<file path="src/rtl/pipe_pkg.sv">
// Shared fetch-pipeline types: the queued instruction entry, the
// outstanding-read tag, and the bubble instruction.
package pipe_pkg;

  localparam int PKG_AW = 32;
  localparam int PKG_DW = 32;

  localparam logic [PKG_DW-1:0] NOP = 32'h0000_0000;

  typedef struct packed {
    logic [PKG_DW-1:0] instr;
    logic [PKG_AW-1:0] pc;
  } fetch_entry_t;

  typedef struct packed {
    logic              valid;
    logic              epoch;
    logic [PKG_AW-1:0] pc;
  } inflight_t;

endpackage

</file>
<file path="src/rtl/sync_fifo.sv">
// Small synchronous FIFO with flush; push and pop may coincide when full.
module sync_fifo #(
  parameter int DEPTH = 4,
  parameter int WIDTH = 64
) (
  input  logic                   clk,
  input  logic                   reset,
  input  logic                   push,
  input  logic                   pop,
  input  logic                   flush,
  input  logic [WIDTH-1:0]       wdata,
  output logic [WIDTH-1:0]       rdata,
  output logic [$clog2(DEPTH):0] count,
  output logic                   full,
  output logic                   empty
);

  localparam int PW = $clog2(DEPTH);
  localparam int CW = PW + 1;

  logic [WIDTH-1:0] mem [DEPTH];
  logic [PW-1:0]    wr_ptr;
  logic [PW-1:0]    rd_ptr;
  logic             do_push;
  logic             do_pop;

  assign empty   = (count == '0);
  assign full    = (count == CW'(DEPTH));
  assign rdata   = mem[rd_ptr];
  // A pop in the same cycle frees the slot a full-FIFO push needs.
  assign do_pop  = pop & ~empty & ~flush;
  assign do_push = push & (~full | do_pop) & ~flush;

  always_ff @(posedge clk or negedge reset) begin
    if (!reset) begin
      wr_ptr <= '0;
      rd_ptr <= '0;
      count  <= '0;
    end else if (flush) begin
      wr_ptr <= '0;
      rd_ptr <= '0;
      count  <= '0;
    end else begin
      if (do_push) wr_ptr <= wr_ptr + 1'b1;
      if (do_pop)  rd_ptr <= rd_ptr + 1'b1;
      count <= count + CW'(do_push) - CW'(do_pop);
    end
  end

  always_ff @(posedge clk) begin
    if (do_push) mem[wr_ptr] <= wdata;
  end

endmodule

</file>
<file path="src/rtl/fetch_queue.sv">
// Instruction-fetch front end: issues imem reads for PC addresses, queues
// returned words, and feeds the IF/ID register with a zero-bubble bypass.
module fetch_queue #(
  parameter int               DEPTH = 4,
  parameter int               AW    = pipe_pkg::PKG_AW,
  parameter int               DW    = pipe_pkg::PKG_DW,
  parameter logic [DW-1:0]    NOP   = pipe_pkg::NOP
) (
  input  logic          clk,
  input  logic          reset,
  input  logic [AW-1:0] pc_addr,
  input  logic          pc_refresh,
  output logic          imem_req,
  output logic [AW-1:0] imem_addr,
  input  logic [DW-1:0] imem_rdata,
  input  logic          id_stall,
  output logic [DW-1:0] if_instr,
  output logic [AW-1:0] if_pc,
  output logic          if_valid,
  output logic          fetch_hold
);

  import pipe_pkg::*;

  localparam int CW = $clog2(DEPTH) + 1;

  logic [CW-1:0] count;
  logic [CW:0]   occupancy;
  logic          unused_full;
  logic          fifo_empty;
  logic          fifo_push;
  logic          fifo_pop;
  logic          bypass;
  logic          accept;
  logic          resp_ok;
  logic          epoch;
  inflight_t     inflight;
  fetch_entry_t  resp;
  fetch_entry_t  head;

  // Credit only what is already queued or outstanding; same-cycle pops are ignored.
  assign occupancy  = {1'b0, count} + (CW+1)'(inflight.valid);
  assign accept     = pc_refresh | (occupancy < (CW+1)'(DEPTH));
  assign imem_req   = reset & accept;
  assign imem_addr  = pc_addr;
  assign fetch_hold = reset & ~accept;

  assign resp_ok   = inflight.valid & (inflight.epoch == epoch);
  assign resp      = '{instr: imem_rdata, pc: inflight.pc};
  assign bypass    = ~id_stall & fifo_empty;
  assign fifo_pop  = ~id_stall & ~fifo_empty;
  assign fifo_push = resp_ok & ~bypass;

  sync_fifo #(
    .DEPTH (DEPTH),
    .WIDTH ($bits(fetch_entry_t))
  ) u_fifo (
    .clk   (clk),
    .reset (reset),
    .push  (fifo_push),
    .pop   (fifo_pop),
    .flush (pc_refresh),
    .wdata (resp),
    .rdata (head),
    .count (count),
    .full  (unused_full),
    .empty (fifo_empty)
  );

  // A flush retags the target request with the new epoch and bubbles IF/ID,
  // regardless of a decode stall.
  always_ff @(posedge clk or negedge reset) begin
    if (!reset) begin
      inflight <= '0;
      epoch    <= 1'b0;
      if_instr <= NOP;
      if_pc    <= '0;
      if_valid <= 1'b0;
    end else begin
      inflight <= '{valid: accept, epoch: epoch ^ pc_refresh, pc: pc_addr};
      epoch    <= epoch ^ pc_refresh;
      if (pc_refresh) begin
        if_instr <= NOP;
        if_valid <= 1'b0;
      end else if (!id_stall) begin
        if (!fifo_empty) begin
          if_instr <= head.instr;
          if_pc    <= head.pc;
          if_valid <= 1'b1;
        end else if (resp_ok) begin
          if_instr <= resp.instr;
          if_pc    <= resp.pc;
          if_valid <= 1'b1;
        end else begin
          if_instr <= NOP;
          if_valid <= 1'b0;
        end
      end
    end
  end

endmodule

</file>
<file path="config.mk">
export PLATFORM = sky130hd
export DESIGN_NAME = fetch_queue
export DESIGN_NICKNAME = d
export VERILOG_FILES = /design/src/rtl/pipe_pkg.sv /design/src/rtl/sync_fifo.sv /design/src/rtl/fetch_queue.sv
export SDC_FILE = /design/constraint.sdc
export NUM_CORES = 1
export LEC_CHECK = 0
export ABC_AREA = 1
export CAP_MARGIN = 20
export CORE_MARGIN = 4
export CORE_UTILIZATION = 25
export CTS_BUF_LIST = sky130_fd_sc_hd__clkbuf_8
export DETAILED_ROUTE_END_ITERATION = 8
export PLACE_DENSITY_LB_ADDON = 0.1
export SLEW_MARGIN = 20
export SYNTH_ARGS = -nofsm -noshare
export SYNTH_HDL_FRONTEND = slang
export SYNTH_HIERARCHICAL = 1
export SYNTH_SLANG_ARGS = --single-unit
export TNS_END_PERCENT = 1
</file>
<file path="constraint.sdc">
create_clock -name clk -period 5.3 [get_ports clk]
set_clock_uncertainty 0.05 [all_clocks]
set_input_delay 1.06 -clock clk [delete_from_list [all_inputs] [get_ports clk]]
set_output_delay 1.06 -clock clk [all_outputs]
set_load 0.02 [all_outputs]
</file>
# ---- After elaboration in Yosys (flattened, before gate mapping)
# Memories as Yosys holds them, arrays and structs flattened.
# Cells that the tools add are included.
dict set report totals {
  register_bits 105
  latchBits 0
  ramBits 256
  rom_bits 0
  in_bits 68
  out_inout_bits 99
  word_cells 56
  memories 1
}
# name words width read_ports rd_ports_with_merged_regs wr line
set memory_table {}
lappend memory_table {u_fifo.mem 4 64 1 0 1 sync_fifo.sv:21} ;# logic [WIDTH-1:0] mem [DEPTH];
dict set report classes {
  addsub 5
  mul 0
  div 0
  order_cmp 1
  eq_ne 3
  n_shift 0
  muxes 17
  bitwise 17
  n_reduce_logical 4
}
# op count
set op_table {}
lappend op_table {{$mux 32} 6}
lappend op_table {{$and 1x1->1} 9}
lappend op_table {{$mux 2} 4}
lappend op_table {{$mux 1} 6}
lappend op_table {{$not 1->1} 6}
lappend op_table {{$add 2x1->2 const B} 2}
lappend op_table {{$add 3x1->4} 1}
lappend op_table {{$lt 4x3->1 const B} 1}
lappend op_table {{$reduce_bool 2->1} 2}
lappend op_table {{$add 3x1->3} 1}
lappend op_table {{$eq 3x3->1 const B} 1}
lappend op_table {{$logic_not 3->1} 1}
lappend op_table {{$mux 3} 1}
lappend op_table {{$reduce_and 3->1} 1}
lappend op_table {{$sub 3x1->3} 1}
lappend op_table {{$ne 2x1->1 const B} 1}
lappend op_table {{$ne 2x2->1 const B} 1}
lappend op_table {{$or 1x1->1} 2}

# ---- Logic depth before layout (Yosys ltp)
# Gate-level depths: netlist of the first run.
dict set report logic_depth {
  word_depth 11
  mapped_depth 16
  depth_no_buf 14
}

# ---- Modules after synthesis
# The synthesis of the first run kept the hierarchy.
# module instances cells_per_inst area_per_inst_um2
set by_module_without_submodules {}
lappend by_module_without_submodules {sync_fifo 1 679 10010.9}
lappend by_module_without_submodules {fetch_queue 1 564 4436.8}

# ---- Worst setup path before layout of the first run
# OpenSTA, ideal clock, no wires.
dict set report synth_path {
  path_type {in2reg}
  startpoint {in id_stall}
  endpoint {mem u_fifo.mem[0][0] (enable)}
  setup_time_ns 0.487
  t_arrival_ns 4.304
  t_required_ns 4.763
  setup_slack_ns 0.459
  cell_stages 4
  path_cell_list {inv_2 a21boi_0 nand3_1 nor2_1}
}
dict set report synth_between {
  elab_cells_between_ends 12
  classes_between {mux: 2; bitwise: 10}
}
# item line
set synth_lines {}
lappend synth_lines {{start: declaration} fetch_queue.sv:16} ;# input logic id_stall,
lappend synth_lines {{$not 1->1 (no line)} --}
lappend synth_lines {{$and 1x1->1} fetch_queue.sv:50} ;# assign bypass = ~id_stall & fifo_empty;
lappend synth_lines {{$not 1->1} fetch_queue.sv:52} ;# assign fifo_push = resp_ok & ~bypass;
lappend synth_lines {{$and 1x1->1} fetch_queue.sv:52}
lappend synth_lines {{named net fifo_push} fetch_queue.sv:31} ;# logic fifo_push;
lappend synth_lines {{$and 1x1->1 (2 in series)} sync_fifo.sv:32} ;# assign do_push = push & (~full | do_pop) & ~flush;
lappend synth_lines {{$mux 1} sync_fifo.sv:51} ;# if (do_push) mem[wr_ptr] <= wdata;
lappend synth_lines {{$mux 1 (implied by the code)} sync_fifo.sv:51}
lappend synth_lines {{end: declaration} sync_fifo.sv:21}
# The timed path passes the listed nets, and every way through them passes these cells.

# ---- Worst setup path after layout of the first run
dict set report layout_path {
  startpoint {in pc_refresh}
  endpoint {out imem_req}
}
dict set report layout_between {
  elab_chain_len 2
}
# item line
set layout_rtl {}
lappend layout_rtl {{start: declaration} fetch_queue.sv:12} ;# input logic pc_refresh,
lappend layout_rtl {{$or 1x1->1} fetch_queue.sv:43} ;# assign accept = pc_refresh | (occupancy < (CW+1)'(DEPTH));
lappend layout_rtl {{$and 1x1->1} fetch_queue.sv:44} ;# assign imem_req = reset & accept;
lappend layout_rtl {{end: declaration} fetch_queue.sv:13} ;# output logic imem_req,
# Every way passes these cells.

==> results.json, run 1 <==
{
  "area_growth_pct": 25.0,
  "power_density_mw_per_mm2": 531,
  "htree_num_levels": 3,
  "design_area_mm2": 0.0180,
  "grt_start_max_net_pins": 85,
  "tns_ps": 0,
  "critPathArrivalTime_ps": 2730,
  "syn_inst": 1242,
  "whs_ps": 319,
  "first_pass_iters": 6,
  "post-dp-hpwl_mm": 23.2,
  "first_global_vias": 9955,
  "hold_class": "in -> async",
  "antenna_found_initial": 2,
  "layout-drive-gt1-share_pct": 10.4,
  "cp_slowest_cell": "clkdlybuf4s50_1",
  "nets": 1476,
  "cp-startpoint": "pc_refresh",
  "cts-root-buf": "clkbuf_8",
  "power_switching_w": 0.00345,
  "r2r_start": "u_fifo/count[1]$_DFF_PN0_",
  "die_w_um": 248,
  "antenna_left": 0,
  "cts_tree": "yes",
  "gr-total-overflow": 0,
  "cts_setup_buffers": 0,
  "reg2reg_slack_ps": 1880,
  "hold_buffers": 0,
  "synth_nets": 1317,
  "portBuffers": 166,
  "p_leak_nw": 7.04,
  "status": "completed",
  "coreArea_mm2": 0.0568,
  "worstSetupEndpoint": "imem_req",
  "rsz0062_at_grt": "no",
  "crit_path_end_kind": "output port",
  "maxSlewHeadroom_pct": 36.0,
  "clk_latency_ps": 620,
  "post_cts_resized": 0,
  "clk_pin_slew_worst_paths_ps": 50,
  "pwr-share-comb_pct": 30.1,
  "rows": 87,
  "drv_cap": 0,
  "syn_area_mm2": 0.0144,
  "p_seq_share_pct": 41.3,
  "reg2reg_depth": 13,
  "cts_max_path_buffers": 3,
  "min_period_ps": 3840,
  "avgSynthCellArea_um2": 11.6,
  "dieHeight_um": 248,
  "drt_iter0_drc": 463,
  "numCtsBuffers": 69,
  "drc": 0,
  "ir_drop_uv": 214,
  "required_ps": 4190,
  "setup_violations": 0,
  "routed_via_density": 4.28,
  "path_class": "in -> out",
  "dp_cells": 2086,
  "crit_top_cell": "clkdlybuf4s50_1",
  "r2r_end": "u_fifo/count[2]$_DFF_PN0_",
  "cp_cell_sequence": "clkdlybuf4s50_1 -> inv_2 -> a21oi_1 -> clkdlybuf4s50_1",
  "fp.dieArea_mm2": 0.0617,
  "critPathMaxFanout": 9,
  "final_cells": 2214,
  "ys_warn_count": 6,
  "grt_usage_pct": 13.4,
  "crit_path_start_kind": "input port",
  "internal_power_w": 0.00614,
  "pwr-share-clk_pct": 28.5,
  "fmaxAchievable_mhz": 260,
  "finalHoldViolations": 0,
  "pin_count": 167,
  "max_stage_delay_ps": 800,
  "clock-sinks": 361,
  "wl_mm": 40.9,
  "grt_pass1_wl_mm": 62.3,
  "post_drt_wl_per_cell_um": 18.5,
  "total_power_w": 0.00959,
  "n_fill_cell": 5821,
  "start_util_pct": 25.4,
  "slew_violations": 0,
  "switching_share_pct": 36.0,
  "timing.final.crit_share_pct": 72.5,
  "dpl-instance-area_mm2": 0.0167,
  "tightest_slew_ps": 960,
  "num_vias": 9470,
  "gp_congestion": 0.689
}
[state kept, by name, summed over array words and instances, names as in the netlist]
name	flops
u_fifo/mem	256
inflight	33
if_instr	32
if_pc	32
u_fifo/count	3
u_fifo/rd_ptr	2
u_fifo/wr_ptr	2
if_valid	1
[critical path, delay by kind of cell]
family	cells	cell delay [ps]
compound gates	1	160
buf+inv	3	1510
[worst min-delay path by stage]
stage                                         from                      endpoint  cells past startpoint
after global routing                         reset  u_fifo/rd_ptr[0]$_DFFE_PN0P_                      1
after detailed placement     if_pc[14]$_DFFE_PN0P_         if_pc[14]$_DFFE_PN0P_                      2
final                                        reset      if_instr[22]$_DFFE_PN0P_                      1
after floorplan             inflight[27]$_DFF_PN0_   u_fifo/mem[0][27]$_DFFE_PP_                      0
after CTS                                    reset     u_fifo/count[1]$_DFF_PN0_                      1
after global placement    if_instr[21]$_DFFE_PN0P_      if_instr[21]$_DFFE_PN0P_                      2
[layout by cell type, fill, tap and decap left out, types with 2 or more instances in the layout]
cell             count
buf_12               3
nand2_1            365
clkbuf_8            83
clkinv_1             8
edfxtp_1           256
clkdlybuf4s50_1    165
buf_4               22
nor2_1             135
a21oi_1              2
nand3_1             40
inv_1               36
inv_2                3
o21ai_0             83
o22ai_1             64
o21ai_2              9
o21ai_1             37
nor2_4               8
ha_1                 6
nand4_1              2
clkinv_2            10
clkinvlp_4           3
dfrtp_1            102
bufinv_16            2
dfrtp_4              2
[per-stage QoR]
stage	utilization, %	setup slack (ps)
finish	31.8	1460
global route	31.8	1330
CTS	31.8	1400
detailed placement	29.3	1200
global placement	29.3	1210
floorplan	-	459
[layer usage]
| metal | part of all wire (%) | wire length (um) | GRT usage [%] |
|---|---|---|---|
| met4 | 2.0 | 827 | 3.98 |
| met3 | 5.0 | 2030 | 3.39 |
| met5 | 0 | 0 | 0 |
| met2 | 46 | 19000 | 21.4 |
| met1 | 47 | 19000 | 18.0 |
[final cells by class]
type	instances	area (um2)	share of cell area [%]
Antenna cell	1	2.50	0.0139
Clock buffer	83	1140	6.33
Timing Repair Buffer	191	1890	10.5
Clock inverter	44	244	1.35
Tap cell	756	946	5.24
Multi-Input combinational cell	758	3420	19.0
Sequential cell	361	10300	57.2
Inverter	20	80.1	0.444
[power by group through the flow]
stage	Clock, W	Sequential (W)	Combinational (W)
after global routing	0.00300	0.00403	0.00325
after detailed placement	0	0.00402	0.00296
after CTS	0.00286	0.00398	0.00298
final	0.00274	0.00396	0.00289
after floorplan	0	0.00407	0.00170
after global placement	0	0.00402	0.00297
Note: power is estimated with default switching activity, not from simulation.
==> inputs of run 2 (changes only) <==
==> constraint.sdc (replaced) <==
create_clock -name clk -period 3.2 [get_ports clk]
set_clock_uncertainty 0.05 [all_clocks]
set_input_delay 0.64 -clock clk [delete_from_list [all_inputs] [get_ports clk]]
set_output_delay 0.64 -clock clk [all_outputs]
set_load 0.02 [all_outputs]
==> results.json, run 2 (synthesis results as in run 1) <==
{
  "status": "completed",
  "first_global_vias": 10065,
  "clk_pin_slew_worst_paths_ps": 60,
  "final_util_pct": 32.1,
  "crit_path_start_kind": "input port",
  "grt_start_max_net_pins": 69,
  "grt_usage_pct": 13.2,
  "coreArea_mm2": 0.0568,
  "rows": 87,
  "finalHoldViolations": 0,
  "critPathMaxFanout": 12,
  "p_leak_nw": 7.12,
  "total_power_w": 0.0159,
  "setup_violations": 0,
  "hold_class": "in -> async",
  "min_period_ps": 2920,
  "gp_congestion": 0.709,
  "portBuffers": 166,
  "clock-sinks": 361,
  "path_class": "in -> out",
  "post-dp-hpwl_mm": 23.6,
  "maxSlewHeadroom_pct": 33.8,
  "tightest_slew_ps": 993,
  "required_ps": 2510,
  "num_vias": 9579,
  "slew_violations": 0,
  "crit_path_end_kind": "output port",
  "cts-root-buf": "clkbuf_8",
  "grt_pass1_wl_mm": 62.0,
  "cts_tree": "yes",
  "pin_count": 167,
  "drv_cap": 0,
  "antenna_left": 0,
  "post_cts_resized": 0,
  "dpl-instance-area_mm2": 0.0168,
  "fmaxAchievable_mhz": 342,
  "diodes": 0,
  "first_pass_iters": 5,
  "place_ws_ps": 154,
  "top_regs": "u_fifo/mem x256, inflight x33",
  "antenna_found_initial": 1,
  "ir_drop_uv": 481,
  "largest-register": "u_fifo/mem",
  "start_util_pct": 25.4,
  "layout-drive-gt1-share_pct": 11.4,
  "fp.dieArea_mm2": 0.0617,
  "wl_mm": 40.9,
  "nets": 1493,
  "routed_via_density": 4.30,
  "die_w_um": 248,
  "hold_buffers": 1,
  "htree_num_levels": 3,
  "finalWorstSetupSlack_ps": 276,
  "dieHeight_um": 248,
  "drc": 0,
  "tns_ps": 0,
  "critPathArrivalTime_ps": 2230,
  "final_cell_mix": "nand2_1, edfxtp_1, clkdlybuf4s50_1, nor2_1, dfrtp_1",
  "design_area_mm2": 0.0182,
  "layout_commonest_cell": "nand2_1",
  "drt_iter0_drc": 509,
  "post_drt_wl_per_cell_um": 18.3,
  "n_fill_cell": 5855,
  "rsz0062_at_grt": "no",
  "timing.final.crit_share_pct": 91.4,
  "clk_latency_ps": 630,
  "cts_max_path_buffers": 3,
  "cts_setup_buffers": 0,
  "largest_register_ffs": 256,
  "gr-total-overflow": 0,
  "area_growth_pct": 26.1,
  "power_density_mw_per_mm2": 873,
  "numCtsBuffers": 70
}
-- run 2: cell count changes in the layout (fill, tap and decap cells not counted), moves of 2 or more --
cell,previous run,this run
clkinv_2,10,14
inv_1,36,34
buf_4,22,31
buf_12,3,9
-- run 2: worst paths after layout --
path,startpoint,end,slack [ps],cells past startpoint
worst min register to register,if_instr[12]$_DFFE_PN0P_,if_instr[12]$_DFFE_PN0P_,430,2
min in group clk,if_instr[12]$_DFFE_PN0P_,if_instr[12]$_DFFE_PN0P_,430,2
worst max-delay path,reset,imem_req,280,5
worst min-delay path,reset,if_instr[9]$_DFFE_PN0P_,360,2
worst max register to register,u_fifo/count[1]$_DFF_PN0_,if_pc[17]$_DFFE_PN0P_,540,11
max in group asynchronous,reset,u_fifo/rd_ptr[1]$_DFFE_PN0P_,1770,3
-- run 2: power by group --
| part | internal, W | switching, W |
|---|---|---|
| clock network | 0.00242 | 0.00202 |
| logic | 0.00180 | 0.00335 |
| registers | 0.00595 | 0.000368 |
-- run 2: worst max-delay path, cell delays in order --
cell	delay [ps]
dlygate4sd3_1	540
buf_6	210
inv_1	80
a21oi_1	130
clkdlybuf4s50_1	620
-- run 2: cell type report --
class                   instances  area (um2)  area share [%]
well taps                     756         946            5.19
inverters                      20        82.6           0.453
clock inverters                46         230            1.26
multi-input cells             758        3420            18.8
repair buffers                207        2090            11.4
clock buffers                  82        1130            6.20
flip-flops and latches        361       10300            56.7
-- run 2: routing by layer --
metal / share of wire (%) / vias up / global-route usage, % / wire length (um)
met2: 47 / 213 / 21.7 / 19000
met1: 47 / 4671 / 17.4 / 19000
li1: - / 4620 / - / -
met4: 2.0 / 2 / 3.73 / 828
met3: 4.9 / 73 / 3.41 / 1990
met5: 0.032 / - / 0 / 13
-- run 2: stage by stage --
stage | instances | hold WS [ps]
final | 2230 | 364
after global routing | 2230 | 343
after CTS | 2230 | 307
after detailed placement | 2101 | 417
after global placement | 2101 | 414
after floorplan | 1242 | 294
